[config.mk]
export PLATFORM = sky130hd
export DESIGN_NAME = im_arbiter
export DESIGN_NICKNAME = d
export VERILOG_FILES = /design/src/rtl/im_arbiter.sv
export SDC_FILE = /design/constraint.sdc
export NUM_CORES = 1
export LEC_CHECK = 0
export ABC_AREA = 1
export CAP_MARGIN = 20
export CORE_MARGIN = 4
export CORE_UTILIZATION = 41
export DETAILED_ROUTE_END_ITERATION = 12
export GPL_ROUTABILITY_DRIVEN = 0
export PLACE_DENSITY = 0.85
export SYNTH_ARGS = -nofsm -noshare
export SYNTH_HDL_FRONTEND = slang
export SYNTH_SLANG_ARGS = --single-unit
[constraint.sdc]
create_clock -name clk -period 3.41 [get_ports clk]
set_clock_uncertainty 0.1 [all_clocks]
set_input_delay 0.5115 -clock clk [delete_from_list [all_inputs] [get_ports clk]]
set_output_delay 0.5115 -clock clk [all_outputs]
set_load 0.1 [all_outputs]
[src/rtl/im_arbiter.sv]
// Two-port arbiter for the single-port instruction memory: fetch (read-only) and loader (read/write).
// Every access runs IDLE -> ACCESS -> PARK so the IM always sees an address change between accesses.
module im_arbiter #(
  parameter int unsigned ARB_MODE = 0,
  parameter int unsigned MAX_WAIT = 8
) (
  input  logic        clk,
  input  logic        rst_n,
  input  logic        req0,
  input  logic [31:0] addr0,
  output logic        gnt0,
  output logic        rvalid0,
  output logic [31:0] rdata0,
  input  logic        req1,
  input  logic        we1,
  input  logic [31:0] addr1,
  input  logic [31:0] wdata1,
  output logic        gnt1,
  output logic        rvalid1,
  output logic [31:0] rdata1,
  output logic        err1,
  input  logic        load_lock,
  output logic        im_wena,
  output logic        im_rena,
  output logic [31:0] im_addr,
  output logic [31:0] im_data_in,
  input  logic [31:0] im_data_out
);

  localparam int unsigned AW = 32;
  localparam int unsigned DW = 32;
  localparam int unsigned CW = 8;

  localparam logic [1:0] S_IDLE   = 2'd0;
  localparam logic [1:0] S_ACCESS = 2'd1;
  localparam logic [1:0] S_PARK   = 2'd2;

  logic [1:0]    state_q, state_d;
  logic          rr_q, rr_d;
  logic [CW-1:0] wait_q, wait_d;
  logic          gnt0_q, gnt0_d, gnt1_q, gnt1_d;
  logic          rvalid0_q, rvalid0_d, rvalid1_q, rvalid1_d;
  logic [DW-1:0] rdata0_q, rdata0_d, rdata1_q, rdata1_d;
  logic          err1_q, err1_d;
  logic          wena_q, wena_d, rena_q, rena_d;
  logic [AW-1:0] addr_q, addr_d;
  logic [DW-1:0] data_in_q, data_in_d;
  logic          elig0, elig1, win1;

  // State and all registered outputs
  always_ff @(posedge clk) begin
    if (!rst_n) begin
      state_q   <= S_IDLE;
      rr_q      <= 1'b0;
      wait_q    <= '0;
      gnt0_q    <= 1'b0;
      gnt1_q    <= 1'b0;
      rvalid0_q <= 1'b0;
      rvalid1_q <= 1'b0;
      rdata0_q  <= '0;
      rdata1_q  <= '0;
      err1_q    <= 1'b0;
      wena_q    <= 1'b0;
      rena_q    <= 1'b0;
      addr_q    <= '0;
      data_in_q <= '0;
    end else begin
      state_q   <= state_d;
      rr_q      <= rr_d;
      wait_q    <= wait_d;
      gnt0_q    <= gnt0_d;
      gnt1_q    <= gnt1_d;
      rvalid0_q <= rvalid0_d;
      rvalid1_q <= rvalid1_d;
      rdata0_q  <= rdata0_d;
      rdata1_q  <= rdata1_d;
      err1_q    <= err1_d;
      wena_q    <= wena_d;
      rena_q    <= rena_d;
      addr_q    <= addr_d;
      data_in_q <= data_in_d;
    end
  end

  // Next-state and next-output logic; memory-side outputs default to the parked (all-zero) value
  always_comb begin
    state_d   = state_q;
    rr_d      = rr_q;
    wait_d    = wait_q;
    gnt0_d    = 1'b0;
    gnt1_d    = 1'b0;
    rvalid0_d = 1'b0;
    rvalid1_d = 1'b0;
    rdata0_d  = rdata0_q;
    rdata1_d  = rdata1_q;
    err1_d    = 1'b0;
    wena_d    = 1'b0;
    rena_d    = 1'b0;
    addr_d    = '0;
    data_in_d = '0;
    elig0     = req0 && !load_lock;
    elig1     = req1;
    if (ARB_MODE == 1) begin
      win1 = elig1 && (!elig0 || (wait_q >= CW'(MAX_WAIT)));
    end else begin
      win1 = elig1 && (!elig0 || rr_q);
    end

    case (state_q)
      S_IDLE: begin
        if (elig0 || elig1) begin
          state_d = S_ACCESS;
          rr_d    = !win1;
          if (win1) begin
            gnt1_d    = 1'b1;
            addr_d    = addr1;
            rena_d    = !we1;
            wena_d    = we1 && (addr1 != '0);
            err1_d    = we1 && (addr1 == '0);
            data_in_d = we1 ? wdata1 : '0;
            wait_d    = '0;
          end else begin
            gnt0_d = 1'b1;
            addr_d = addr0;
            rena_d = 1'b1;
            // Port 1 lost this round: age it toward the forced grant, saturating
            if (req1 && (wait_q != '1)) wait_d = wait_q + CW'(1);
          end
        end
      end
      S_ACCESS: begin
        state_d = S_PARK;
        if (rena_q) begin
          if (gnt0_q) begin
            rvalid0_d = 1'b1;
            rdata0_d  = im_data_out;
          end else begin
            rvalid1_d = 1'b1;
            rdata1_d  = im_data_out;
          end
        end
      end
      S_PARK: state_d = S_IDLE;
      default: state_d = S_IDLE;
    endcase
  end

  assign gnt0       = gnt0_q;
  assign gnt1       = gnt1_q;
  assign rvalid0    = rvalid0_q;
  assign rvalid1    = rvalid1_q;
  assign rdata0     = rdata0_q;
  assign rdata1     = rdata1_q;
  assign err1       = err1_q;
  assign im_wena    = wena_q;
  assign im_rena    = rena_q;
  assign im_addr    = addr_q;
  assign im_data_in = data_in_q;

endmodule

# Yosys cells after proc, flatten, opt, wreduce, memory -nomap -nowiden
# Cells that the tools add are included.
# totals
in_bits,134
word_cells,44
ramBits,0
out_inout_bits,135
ff_bits,138
mem_count,0
latch_bits,0
romBits,0
# classes
mul,0
bitwise,1
mux,8
eq_ne,2
n_shift,0
reduce_logical,20
div,0
n_lt_le_gt_ge,0
addsub,0
# op_table
op,n
zero test 32 bit,1
2-to-1 mux 32 bit,1
nonzero test 32 bit,1
AND reduction 3 bit,4
2-to-1 mux 1 bit,5
AND reduction 5 bit,1
logical AND 1 bit,4
zero test 1 bit,4
case mux 2 bit (2 select lines),1
AND reduction 4 bit,1
"== test 2 x 1 -> 1 bit, second input constant",1
zero test 2 bit,1
logical OR 1 bit,2
2-to-1 mux 2 bit,1
"inequality test 2 bit, second input constant",1
AND reduction 2 bit,1
inverter 1 bit,1

# Depth between registers and ports, before layout
# depth
depth_word,6
depth_mapped,8
depth_no_buf,7

# Least setup slack after synthesis
# OpenSTA, ideal clock, no wires.
# synth_timing
path_kind,flip-flop to flip-flop
startpoint,"register rena_q, in the netlist im_rena"
endpoint,"register rdata1_q[0], in the netlist rdata1[0]"
path_stages_with_launch,8
t_required_ps,3245
setup_time_ps,65
arrival_ps,1695
path_buffers,1
slack_ps,1550
period_less_slack_ps,1860
cell_sequence,dfxtp_1 -> inv_1 -> nor2_1 -> nand2_2 -> inv_2 -> buf_2 -> nor2_1 -> nor2_1
# synth_between
elab_chain_len,1
# synth_rtl
element,line,text
"start, declared",45,"logic wena_q, wena_d, rena_q, rena_d;"
"start signal, assigned",79,rena_q <= rena_d;
AND reduction 3 bit (no line),--,
"end signal, assigned",76,rdata1_q <= rdata1_d;
"end, declared",43,"logic [DW-1:0] rdata0_q, rdata0_d, rdata1_q, rdata1_d;"
# Every way passes these cells.
# A chain may end at the register's enable or synchronous reset.

# Worst setup path after layout
# layout_timing
startpoint,"register rdata0_q[28], in the netlist rdata0[28]"
endpoint,output rdata0[28]
# layout_lines
element,line,text
"start, declared",43,
"start signal, assigned",75,rdata0_q <= rdata0_d;
"end, declared",13,"output logic [31:0] rdata0,"
# No word-level cell between the ends.

==> run metrics <==
status=finished, final reports clean; most frequent cell after synthesis=nor2_1; Root Buffer=clkbuf_16; Routed met2 length=about 7800 um; CP bufs+invs=1; Primary FF master, synth=dfxtp_1; top post-synthesis cells by count=nor2_1 (185), dfxtp_1 (138), nand2_1 (112); final non-filler cell area=~8000 um^2; clk sinks=approximately 140; fmax=~400 MHz; die area=13100 um^2; synthesized instance count=slightly below 600; CP Max Fanout=2; hold buffers post-CTS=0; htree depth=4; kind of critical path=flop to output port; number of global-route vias before repair=4680; async set or reset register ratio after synthesis=0; top cell type's share of synthesized area=0.594; power per cell area=546 nW/um^2; Longest Clk Path Bufs=2; clock-pin slew on the worst setup and hold paths=~50 ps; syn avg cell area=7.94 um^2; crit end category=output port; GR Util All Layers=0.225; hpwl dp=11300 um; Rows=38; P&R area growth vs syn=70.5%; Worst Path Required=between 2000 and 3000 ps; startpoint types=flop; multi-input logic area=between 1500 and 2000 um^2; WL met1=between 5000 and 6000 um; final setup violation count=0; Starting Density=0.423; WL final=about 15000 um; Min-Delay Path Class=flop to flop; crit share post-route=0.742; first-pass GRT wire length=between 20000 and 25000 um; share of cells above drive strength 1=0.0582; TritonCTS clock tree=yes; post-place instance area=roughly 7300 um^2; vias=4680; Antenna Cells=0; antenna-violating nets left=0; TritonCTS Buffers=17; fill cell count=809; via/cell ratio=4.68; Sequential Area=roughly 2800 um^2; setup_tns=0 ps; CP max stage delay=approximately 1200 ps; Synth area leaders=dfxtp_1 (59%), nor2_1 (15%), nand2_1 (9.0%), o21ai_0 (6.9%), inv_1 (3.3%); post-synthesis cell area=between 4000 and 5000 um^2; Yosys Warn Count=0; unrepaired setup endpoints after global routing=no; I/O Pins=roughly 270; DR iter-0 viols=roughly 270; Die W=around 110 um; Slew @ Worst Pin=roughly 1000 ps; Remaining DRCs=0; drt wl/cell=approximately 15 um; CTS resizes=0; Final Hold Vio Count=0; Leak=between 0.003 and 0.004 uW; grt total ovfl=0; CP Cell Sequence=clkdlybuf4s50_1; Setup Buffers After CTS=0; initial antenna violation count=0; CP startpoint=rdata0[28]; Core Region=around 11000 um^2; leading area contributor after synthesis=dfxtp_1; Clk Latency, worst-skew pair=400 ps; number of port buffers=268; uppermost layer routed=met4; Peak VDD IR=approximately 0.27 mV; Max-slew headroom=0.308; count of cell types in the netlist=19; Slew Limit Fails=0; Period minus WS final=between 2000 and 3000 ps; WP data arrival=1920 ps; met3 routed WL=1520 um; die height=between 100 and 150 um; largest net degree at the start of global routing=between 50 and 60; syn_nets=slightly above 700; Max-Cap Viols=0; sequential share of the synthesized area=0.594; nets@finish=about 1000; Reg-to-Reg Start=state_q[0]; first-pass iteration count of the detailed router=4; slowest CP cell=clkdlybuf4s50_1; Hold Path Origin=state_q[0]; Seq cells post-synth=138; Worst path top cell family by delay=buffers and inverters; EDFF count, synth=0
power breakdown:
part           internal [uW]  switching (uW)  leakage, uW
sequential              1670            21.1      0.00112
combinational            255             531      0.00188
clock                   1180             671     0.000292
total                   3110            1220      0.00330
per-stage QoR:
stage | total power [uW] | util | hold slack, ps | worst slack [ps] | instances
CTS | 4370 | 0.722 | 364 | 857 | 999
detailed placement | 2510 | 0.667 | 361 | 1020 | 967
finish | 4330 | 0.722 | 364 | 879 | 999
floorplan | 2220 | - | 344 | 1550 | 586
global placement | 2500 | 0.667 | 354 | 1070 | 967
global route | 4480 | 0.722 | 390 | 835 | 999
worst register-to-register path, stage by stage, from the launching register on:
cell	delay [ps]
dfxtp_1	350
inv_2	50
nor2_2	120
nand3_2	500
inv_2	720
nor2_1	120
nor2_1	130
final timing paths:
kind	depth (start not counted)	to	slack (ps)
worst max register to register	6	rdata0[19]	1260
worst min-delay path	2	state_q[1]	360
worst max-delay path	1	rdata0[28]	880
worst min register to register	2	state_q[1]	360
per-layer routing:
layer	vias to the layer above	GRT usage
met5	-	0
met4	0	0.0990
met3	29	0.0946
met2	203	0.395
met1	2133	0.233
li1	2315	-
area by class of cell:
type / instances / share of cell area
clock buffer: 20 / 0.0576
clock inverter: 12 / 0.0185
tap: 140 / 0.0221
inverter: 44 / 0.0208
multi-input combinational: 376 / 0.196
sequential: 138 / 0.348
timing repair buffer: 269 / 0.337
flip-flops by register name (all words and copies together) (netlist names):
name,flops
im_data_in,32
im_wena,1
rdata0,32
state_q,2
gnt1,1
err1,1
gnt0,1
rvalid0,1
rvalid1,1
rr_q,1
im_rena,1
im_addr,32
rdata1,32
cell usage in the layout, fill, tap and decap left out:
master,instances
nor2_1,185
inv_2,3
clkinv_2,5
inv_6,1
nor2_4,2
clkbuf_1,1
buf_4,6
nand2_2,2
dfxtp_1,138
clkbuf_16,17
nand4_2,1
nand3_1,2
nand2_1,112
nor2_2,2
nor3_1,2
nand3_4,1
a21oi_1,2
clkbuf_8,2
nand3_2,1
o21ai_0,64
buf_2,1
bufinv_16,3
clkinvlp_4,3
inv_1,41
clkdlybuf4s50_1,262
cell families (layout without fill, tap and decap cells):
group | Yosys count | after routing | share of synthesized area
AND/OR/NAND/NOR | 310 | 310 | 0.263
flip-flops | 138 | 138 | 0.594
buffers and inverters | 72 | 345 | 0.0721
AO/OA/AOI/OAI | 66 | 66 | 0.0710
Note: power is estimated with default switching activity, not from simulation.
